## src/rtl/simd_result_collector.sv

```systemverilog
// simd_result_collector: captures SIMD ALU results into a small FIFO and streams them as 64-bit beats.
// Optional macro SIMD_RC_EXTRA_EN: also carry extra_result words (128-bit entries, two beats each).
module simd_result_collector #(
  parameter int DEPTH = 8,
  parameter int AW    = 3
) (
  input  logic        clk,
  input  logic        reset,
  input  logic        batch_start,
  input  logic [5:0]  batch_len,
  input  logic        procc_done,
  input  logic [31:0] res_procc0,
  input  logic [31:0] res_extra0,
  input  logic [31:0] res_procc1,
  input  logic [31:0] res_extra1,
  output logic [63:0] rd_data,
  output logic        rd_valid,
  input  logic        rd_ready,
  output logic        batch_busy,
  output logic        batch_done,
  output logic        overflow,
  output logic        stray
);

`ifdef SIMD_RC_EXTRA_EN
  localparam int EW = 128;
`else
  localparam int EW = 64;
`endif

  typedef enum logic [1:0] {IDLE, COLLECT, FLUSH, DONE} state_t;

  state_t        state_reg, state_next;
  logic [EW-1:0] mem [DEPTH];
  logic [EW-1:0] wr_entry;
  logic [EW-1:0] head;
  logic [AW-1:0] wr_ptr_reg, rd_ptr_reg;
  logic [AW:0]   count_reg, count_next;
  logic [5:0]    len_reg, len_next;
  logic [5:0]    cnt_reg, cnt_next;
  logic          done_q_reg;
  logic          overflow_reg, overflow_next;
  logic          stray_reg, stray_next;
  logic          cap, push_req, push_ok, pop, full, start_ok;

  assign cap      = procc_done & ~done_q_reg;
  assign push_req = cap & (state_reg == COLLECT);
  assign full     = (count_reg == (AW+1)'(DEPTH));
  assign rd_valid = (count_reg != '0);
  // A full FIFO still accepts when the head entry leaves on the same edge.
  assign push_ok  = push_req & (~full | pop);
  assign head     = mem[rd_ptr_reg];

`ifdef SIMD_RC_EXTRA_EN
  logic beat_reg, beat_next;

  assign wr_entry = {res_procc0, res_procc1, res_extra0, res_extra1};
  assign pop      = rd_valid & rd_ready & beat_reg;
  assign rd_data  = !rd_valid ? '0 : (beat_reg ? head[63:0] : head[127:64]);

  always_comb begin
    beat_next = beat_reg;
    if (rd_valid & rd_ready)
      beat_next = ~beat_reg;
  end

  always_ff @(posedge clk or posedge reset) begin
    if (reset)
      beat_reg <= 1'b0;
    else
      beat_reg <= beat_next;
  end
`else
  logic unused_extra;

  assign unused_extra = ^{res_extra0, res_extra1};
  assign wr_entry     = {res_procc0, res_procc1};
  assign pop          = rd_valid & rd_ready;
  assign rd_data      = rd_valid ? head : '0;
`endif

  // Small FIFO: asynchronous read so a fresh entry is visible the cycle after capture.
  always_ff @(posedge clk) begin
    if (push_ok)
      mem[wr_ptr_reg] <= wr_entry;
  end

  always_comb begin
    count_next = count_reg;
    case ({push_ok, pop})
      2'b10:   count_next = count_reg + 1'b1;
      2'b01:   count_next = count_reg - 1'b1;
      default: count_next = count_reg;
    endcase
  end

  always_comb begin
    state_next = state_reg;
    len_next   = len_reg;
    cnt_next   = cnt_reg;
    start_ok   = 1'b0;
    case (state_reg)
      IDLE: begin
        if (batch_start) begin
          start_ok   = 1'b1;
          len_next   = batch_len;
          cnt_next   = '0;
          state_next = (batch_len == '0) ? FLUSH : COLLECT;
        end
      end
      COLLECT: begin
        if (push_ok) begin
          cnt_next = cnt_reg + 6'd1;
          if (cnt_next == len_reg)
            state_next = FLUSH;
        end
      end
      FLUSH: begin
        if (count_reg == '0)
          state_next = DONE;
      end
      DONE:    state_next = IDLE;
      default: state_next = IDLE;
    endcase
  end

  // Stickies clear on an accepted start; a same-cycle event still sets them.
  always_comb begin
    overflow_next = overflow_reg;
    stray_next    = stray_reg;
    if (start_ok) begin
      overflow_next = 1'b0;
      stray_next    = 1'b0;
    end
    if (push_req & ~push_ok)
      overflow_next = 1'b1;
    if (cap & (state_reg != COLLECT))
      stray_next = 1'b1;
  end

  always_ff @(posedge clk or posedge reset) begin
    if (reset) begin
      state_reg    <= IDLE;
      wr_ptr_reg   <= '0;
      rd_ptr_reg   <= '0;
      count_reg    <= '0;
      len_reg      <= '0;
      cnt_reg      <= '0;
      done_q_reg   <= 1'b0;
      overflow_reg <= 1'b0;
      stray_reg    <= 1'b0;
    end else begin
      state_reg    <= state_next;
      count_reg    <= count_next;
      len_reg      <= len_next;
      cnt_reg      <= cnt_next;
      done_q_reg   <= procc_done;
      overflow_reg <= overflow_next;
      stray_reg    <= stray_next;
      if (push_ok)
        wr_ptr_reg <= wr_ptr_reg + 1'b1;
      if (pop)
        rd_ptr_reg <= rd_ptr_reg + 1'b1;
    end
  end

  assign batch_busy = (state_reg != IDLE);
  assign batch_done = (state_reg == DONE);
  assign overflow   = overflow_reg;
  assign stray      = stray_reg;

endmodule

```

## config.mk

```make
export PLATFORM = sky130hd
export DESIGN_NAME = simd_result_collector
export DESIGN_NICKNAME = d
export VERILOG_FILES = /design/src/rtl/simd_result_collector.sv
export SDC_FILE = /design/constraint.sdc
export NUM_CORES = 1
export LEC_CHECK = 0
export ABC_AREA = 1
export CAP_MARGIN = 25
export CORE_MARGIN = 2
export CORE_UTILIZATION = 51
export DETAILED_ROUTE_END_ITERATION = 6
export GPL_ROUTABILITY_DRIVEN = 0
export PLACE_DENSITY_LB_ADDON = 0.05
export SLEW_MARGIN = 20
export SYNTH_ARGS = -nofsm -noshare
export SYNTH_HDL_FRONTEND = slang
export SYNTH_SLANG_ARGS = --single-unit
export TNS_END_PERCENT = 30
```

## constraint.sdc

```tcl
create_clock -name clk -period 4.7 [get_ports clk]
set_clock_uncertainty 0.1 [all_clocks]
set_input_delay 0.47 -clock clk [delete_from_list [all_inputs] [get_ports clk]]
set_output_delay 0.47 -clock clk [all_outputs]
set_load 0.01 [all_outputs]
```

# Yosys cells after proc, flatten, opt, wreduce, memory -nomap -nowiden
# Memory sizes are Yosys's and may differ from the RTL's.
# Index checks and enable logic that the tools add are counted.
dict set report word_totals {
  regBits 27
  ram_bits 512
  out_inout_bits 69
  elab_cells 67
  memories 1
}
dict set report classes {
  addsub 5
  n_eq_ne 12
  mux 18
  n_bitwise 10
  n_reduce_logical 12
}
# name depth width rd rd_ports_with_merged_regs wr line
set mem_list {}
lappend mem_list {mem 8 64 1 0 1 34} ;# logic [EW-1:0] mem [DEPTH];
# operator count
set op_table {}
lappend op_table {{$mux 64} 1}
lappend op_table {{$mux 6} 2}
lappend op_table {{$pmux 6 s2} 1}
lappend op_table {{$mux 2} 5}
lappend op_table {{$reduce_bool 2->1} 5}
lappend op_table {{$pmux 2 s4} 1}
lappend op_table {{$pmux 4 s2} 1}
lappend op_table {{$mux 1} 7}
lappend op_table {{$add 3x1->3 const B} 2}
lappend op_table {{$add 6x1->6 const B} 1}
lappend op_table {{$and 1x1->1} 6}
lappend op_table {{$eq 2x2->1 const B} 3}
lappend op_table {{$eq 6x6->1} 1}
lappend op_table {{$logic_not 6->1} 1}
lappend op_table {{$ne 2x2->1 const B} 3}
lappend op_table {{$add 4x1->4 const B} 1}
lappend op_table {{$eq 2x1->1 const B} 2}
lappend op_table {{$eq 4x4->1 const B} 1}
lappend op_table {{$logic_not 4->1} 1}
lappend op_table {{$ne 2x1->1 const B} 2}
lappend op_table {{$reduce_and 4->1} 1}
lappend op_table {{$reduce_bool 4->1} 1}
lappend op_table {{$sub 4x1->4 const B} 1}
lappend op_table {{$not 1->1} 3}
lappend op_table {{4 further kinds} 4}

# Longest topological paths before layout
# Gate-level depths: netlist (run 1).
dict set report logic_depth {
  word_depth 7
  ltp_mapped 14
  mapped_depth_nobuf 14
}

# Least setup slack after synthesis (run 1)
# Ideal clock, no wire load.
dict set report synth_timing {
  path_kind {flip-flop to flip-flop}
  startpoint {register state_reg[1]}
  endpoint {memory mem[0][0], enable pin}
  setup_ps 486
  arrival_ps 4063
  t_required_ps 4114
  setup_slack_ps 51
  stages_incl_launch_ff 8
  path_buffers 0
  period_less_slack_ps 4649
  cell_sequence {dfrtp_1 inv_1 ha_1 inv_1 nor2_1 nand2_2 or2_2 nor2_1}
}
dict set report synth_between {
  elab_chain_cells 5
}
# element line
set synth_rtl {}
lappend synth_rtl {{from (decl)} 33} ;# state_t state_reg, state_next;
lappend synth_rtl {{from (signal assigned)} 153} ;# state_reg <= state_next;
lappend synth_rtl {{$eq 2x1->1} 47} ;# assign push_req = cap & (state_reg == COLLECT);
lappend synth_rtl {{$and 1x1->1} 47}
lappend synth_rtl {{$and 1x1->1} 51} ;# assign push_ok = push_req & (~full | pop);
lappend synth_rtl {{$mux 1} 84} ;# if (push_ok)
lappend synth_rtl {{$mux 1 (implied by the code)} 85} ;# mem[wr_ptr_reg] <= wr_entry;
lappend synth_rtl {{to (decl)} 34}
# No other way between the ends.

# Worst setup path after layout (run 1)
dict set report layout_timing {
  startpoint {register rd_ptr_reg[0]}
  endpoint {output port rd_data[63]}
}
dict set report layout_between {
  elab_chain_cells 2
}
# element line
set layout_rtl {}
lappend layout_rtl {{from (decl)} 37} ;# logic [AW-1:0] wr_ptr_reg, rd_ptr_reg;
lappend layout_rtl {{from (signal assigned)} 163} ;# rd_ptr_reg <= rd_ptr_reg + 1'b1;
lappend layout_rtl {{$mem_v2 8x64} n/a}
lappend layout_rtl {{$mux 64} 79} ;# assign rd_data = rd_valid ? head : '0;
lappend layout_rtl {{to (decl)} 16} ;# output logic [63:0] rd_data,
# No other way between the ends.

==> results of run 1 <==
-- layer usage --
| layer | track usage | wire (microns) | vias up |
|---|---|---|---|
| li1 | - | - | 6312 |
| met1 | 0.307 | 21200 | 6601 |
| met2 | 0.363 | 23200 | 338 |
| met3 | 0.0441 | 2750 | 77 |
| met4 | 0.0570 | 942 | 4 |
| met5 | 0 | 26 | - |
-- through the flow --
stage	setup slack, ps	std cells	total power (W)	hold WS (ps)	util
4_1_cts	665	2362	0.0155	73.4	0.602
6_report	665	2363	0.0154	84.5	0.603
5_1_grt	452	2363	0.0163	117	0.603
3_5_place_dp	1310	2260	0.0114	373	0.562
3_3_place_gp	1340	2259	0.0114	371	0.562
2_1_floorplan	50.6	1659	0.00921	375	-
-- critical path, cell delays in order, from the launching register on --
cell and delay [ps]:
dfrtp_4 460, buf_12 290, buf_16 610, nor2_1 110, o32ai_1 280, o21ai_0 110
nor2_1 360, clkdlybuf4s50_1 620
-- Yosys cell counts --
master    number  area (sq um)
nor2_1       530          1990
edfxtp_1     512         15400
o21ai_0      164           821
o32ai_1      128          1120
nand2_1       59           221
clkbuf_1      58           218
o21ai_1       37           185
inv_1         32           120
buf_2         29           145
dfrtp_1       27           676
nand3_1       15          75.1
buf_6         14           158
ha_1           9           113
a21oi_1        5          25.0
xor2_1         5          43.8
buf_4          4          30.0
nand4_1        4          25.0
o31ai_1        4          30.0
buf_1          3          11.3
mux2_2         3          33.8
nand2_2        3          18.8
nand3b_1       2          15.0
or2_2          2          12.5
a21boi_0       1          7.51
and3_1         1          6.26
fa_1           1          20.0
inv_2          1          3.75
nor2_4         1          11.3
nor3_1         1          5.00
o21a_1         1          7.51
o21bai_1       1          7.51
or2_0          1          6.26
xnor2_1        1          8.76
-- worst max-delay path by stage --
stage                       start           to  slack, ps  cells after the start
finish              rd_ptr_reg[0]  rd_data[63]        660                      7
global route        rd_ptr_reg[1]  rd_data[45]        450                      6
CTS                 rd_ptr_reg[1]  rd_data[45]        670                      6
detailed placement  rd_ptr_reg[1]  rd_data[45]       1310                      6
global placement    rd_ptr_reg[1]  rd_data[35]       1340                      6
floorplan            state_reg[1]    mem[0][0]         50                      7
-- final cells by class --
cell class	count	area, sq um	area share
clock inverter	35	256	0.0102
inverter	33	131	0.00521
sequential	539	16100	0.637
timing repair buffer	171	1810	0.0716
multi-input combinational	979	4870	0.193
tap	539	674	0.0267
clock buffer	67	1420	0.0563
-- power groups by stage --
stage / combinational, W / sequential (W) / clock [W]
floorplan: 0.00349 / 0.00573 / 0
global placement: 0.00548 / 0.00588 / 0
detailed placement: 0.00552 / 0.00589 / 0
CTS: 0.00555 / 0.00579 / 0.00415
global route: 0.00610 / 0.00582 / 0.00435
finish: 0.00551 / 0.00579 / 0.00408
-- cells by family after synthesis --
group | Yosys count | share of synthesized area
xor gates and xnor gates | 6 | 0.00244
muxes | 3 | 0.00157
DFF | 539 | 0.745
AOI/OAI and AO/OA | 341 | 0.102
buffers and inverters | 141 | 0.0318
and+or+nand+nor | 619 | 0.111
adders and majority gates | 10 | 0.00616
==> results.yml, run 1 <==
floorplanning:
  fp-row-count: 75
  coreArea_sq_um: 41900
  die_w_microns: 210
  fp.dieH_microns: 210
  dieArea_sq_um: 43900
  top_level_ports: 208
  start_util: 0.515
final_layout:
  fillers: 3300
  largest_reg_flops: 512
  finalInstanceArea_sq_um: 25200
  final_nets: 1928
  syn_to_final_growth_pct: 17.1
  final_cell_mix: "nor2_1 (522), edfxtp_1 (512), o21ai_0 (164)"
  drive_above_1_share: 0.0674
  n_antenna_cell: 0
  final_common_cell: "nor2_1"
sta:
  tns_ps: 0
  clock.fmax_ghz: 0.248
  hold_viol_final: 0
  drv_slew: 0
  worstMarginPinSlew_ps: 1020
  rsz0062_at_grt: "false"
  period_share: 0.859
  finalSetupViolCount: 0
  layout_min_cycle_time_ps: 4040
  slew_headroom: 0.320
clock_tree:
  clk_latency_ps: 580
  clk_pin_slew_ps: 60
  cts_resized: 0
  cts_root_buffer: "clkbuf_16"
  htree_levels: 2
  tritoncts: "done"
  max-clock-path-buffers: 3
  cts-buffers-inserted: 55
  post-cts-setup-buffers: 0
  cts_hold_buf: 0
  cts_sinks: 539
global_routing:
  grt_overflow: 0
  grt_antenna_before_repair: 3
  grt_use_total: 0.222
  grt_first_pass_wirelength_microns: 74200
  grt_pass1_vias: 12875
  grt_max_degree: 259
pwr:
  vdd_drop_max_mv: 0.439
  p_int_w: 0.0101
  power.leakage_nw: 8.40
  power_density_nw_per_um2: 610
  swShare: 0.341
  power_frac_seq: 0.376
  combPwrFrac: 0.358
  clock_power_share: 0.265
  switchingPower_w: 0.00524
synthesis:
  syn_area_per_cell_sq_um: 13.0
  synth-seq-cells: 539
  synth_cell_type_count: 33
  syn_nets: 1808
  syn_inst: 1659
  synth_area_sq_um: 21500
  ys_seq_area_frac: 0.745
  yosysWarnings: 0
detailed_routing:
  drtIter0Drc: 1036
  vias_per_cell: 5.64
  via_count: 13332
  drtAntennaViolNets: 0
  remaining_drc_errors: 0
  drt-pass1-iter-count: 5
  wl_per_cell_microns: 20.4
  wl_microns: 48200
worst_setup_path:
  r2r_slack_ps: 1540
  cp_data_required_time_ps: 4130
  r2r_start: "state_reg[1]"
  end_kind: "primary output"
  worst_r2r_endpoint: "mem[4][18]"
  rr_worst_depth: 8
  cp-start-kind: "flip-flop"
  worst-setup-path-type: "flip-flop to primary output"
  worstPathMaxFanout: 193
  arrival_ps: 3470
run_status:
  status: "finished, final reports clean"
run:
  max_cap_violations: 0
placed_design:
  hpwlAfterDp_microns: 24400
  dpl_cell_area_sq_um: 23500
  port_buffers: 143
min_path:
  hp-class: "input port to asynchronous set/reset pin"
Power figures use the tool's default switching activity.
==> inputs of run 2 (changes only) <==
--- a/config.mk
+++ b/config.mk
@@ -7,11 +7,12 @@
 export LEC_CHECK = 0
 export ABC_AREA = 1
 export CAP_MARGIN = 25
-export CORE_MARGIN = 2
+export CORE_MARGIN = 1
 export CORE_UTILIZATION = 51
 export DETAILED_ROUTE_END_ITERATION = 6
 export GPL_ROUTABILITY_DRIVEN = 0
 export PLACE_DENSITY_LB_ADDON = 0.05
+export RECOVER_POWER = 25
 export SLEW_MARGIN = 20
 export SYNTH_ARGS = -nofsm -noshare
 export SYNTH_HDL_FRONTEND = slang
==> results.yml, run 2 (synthesis gave the netlist of run 1 again) <==
run_status:
  status: "finished, final reports clean"
final_layout:
  largest_reg_flops: 512
  final_cell_mix: "nor2_1 (522), edfxtp_1 (512), o21ai_0 (164)"
  final_nets: 1928
  syn_to_final_growth_pct: 17.4
  drive_above_1_share: 0.0714
  final_common_cell: "nor2_1"
run:
  max_cap_violations: 0
clock_tree:
  htree_levels: 2
  cts_root_buffer: "clkbuf_16"
  max-clock-path-buffers: 3
  cts_hold_buf: 0
  clk_pin_slew_ps: 60
  clk_latency_ps: 590
  cts_sinks: 539
  tritoncts: "done"
  post-cts-setup-buffers: 0
  cts_resized: 0
  cts-buffers-inserted: 55
floorplanning:
  fp-row-count: 74
  start_util: 0.522
  die_w_microns: 208
  fp.dieH_microns: 208
  dieArea_sq_um: 43100
  top_level_ports: 208
  coreArea_sq_um: 41300
worst_setup_path:
  r2r_start: "state_reg[1]"
  arrival_ps: 3400
  crit_end: "rd_data[43]"
  cp_data_required_time_ps: 4130
  worst_r2r_endpoint: "mem[3][37]"
  cp-start-kind: "flip-flop"
  rr_worst_depth: 9
  r2r_slack_ps: 1560
  end_kind: "primary output"
  worstPathMaxFanout: 258
  worst-setup-path-type: "flip-flop to primary output"
  startpoint: "rd_ptr_reg[0]"
detailed_routing:
  drtAntennaViolNets: 0
  wl_per_cell_microns: 20.3
  drtIter0Drc: 947
  drt-pass1-iter-count: 5
  vias_per_cell: 5.61
  via_count: 13214
  remaining_drc_errors: 0
  wl_microns: 48000
global_routing:
  grt_antenna_before_repair: 9
  grt_pass1_vias: 12781
  grt_overflow: 0
  grt_max_degree: 259
  grt_use_total: 0.223
  grt_first_pass_wirelength_microns: 74000
placed_design:
  hpwlAfterDp_microns: 24300
  dp_slack_ps: 1440
  port_buffers: 143
sta:
  tns_ps: 0
  rsz0062_at_grt: "false"
  worstMarginPinSlew_ps: 1190
  hold_viol_final: 0
  slew_headroom: 0.207
  period_share: 0.845
  finalSetupViolCount: 0
  layout_min_cycle_time_ps: 3970
  clock.fmax_ghz: 0.252
  setup_ws_ps: 726
  drv_slew: 0
pwr:
  clock_power_share: 0.272
  total_power_w: 0.0155
  p_int_w: 0.0102
  swShare: 0.341
  combPwrFrac: 0.357
  switchingPower_w: 0.00528
  power.leakage_nw: 8.44
  vdd_drop_max_mv: 0.827
  power_density_nw_per_um2: 612
  power_frac_seq: 0.371
min_path:
  hp-class: "input port to asynchronous set/reset pin"
-- run 2: metal layers --
layer	track usage	vias up	part of all wire
met5	0	-	0.00096
met2	0.364	283	0.48
met4	0.0666	8	0.017
met1	0.312	6544	0.46
li1	-	6309	-
met3	0.0343	70	0.042
-- run 2: stage by stage --
step,util,cells,hold slack (ps),instance area [sq um]
after floorplan,-,1659,375,21500
after global placement,0.569,2253,370,23500
after detailed placement,0.570,2254,377,23500
after CTS,0.612,2353,149,25300
after global routing,0.612,2356,221,25300
final,0.612,2357,154,25300
-- run 2: worst min-delay path by stage --
stage / from / to / slack [ps] / cells past startpoint
2_1_floorplan: len_reg[0] / len_reg[0] / 370 / 2
3_3_place_gp: stray / stray / 370 / 2
3_5_place_dp: stray / stray / 380 / 2
4_1_cts: reset / stray / 150 / 2
5_1_grt: reset / stray / 220 / 2
6_report: reset / stray / 150 / 2
-- run 2: area by class of cell --
type,instances,area [sq um]
fillers,3204,16000
diodes,4,10.0
well taps,532,666
repair buffers,171,1800
multi-input cells,979,4870
clock inverters,35,313
inverters,33,131
flip-flops and latches,539,16100
clock buffers,64,1430
-- run 2: worst max-delay path, stage by stage, from the launching register on --
cell and delay, ps:
dfrtp_4 460, buf_12 740, nor2_1 120, o32ai_1 300, nor2_1 60, nor2_1 280
clkdlybuf4s50_1 600
-- run 2: power by group through the flow --
stage                     logic [W]  clock network, W  registers [W]
final                       0.00553           0.00421        0.00574
after CTS                   0.00560           0.00429        0.00574
after detailed placement    0.00557                 0        0.00584
after floorplan             0.00349                 0        0.00573
after global routing        0.00609           0.00446        0.00576
after global placement      0.00550                 0        0.00583
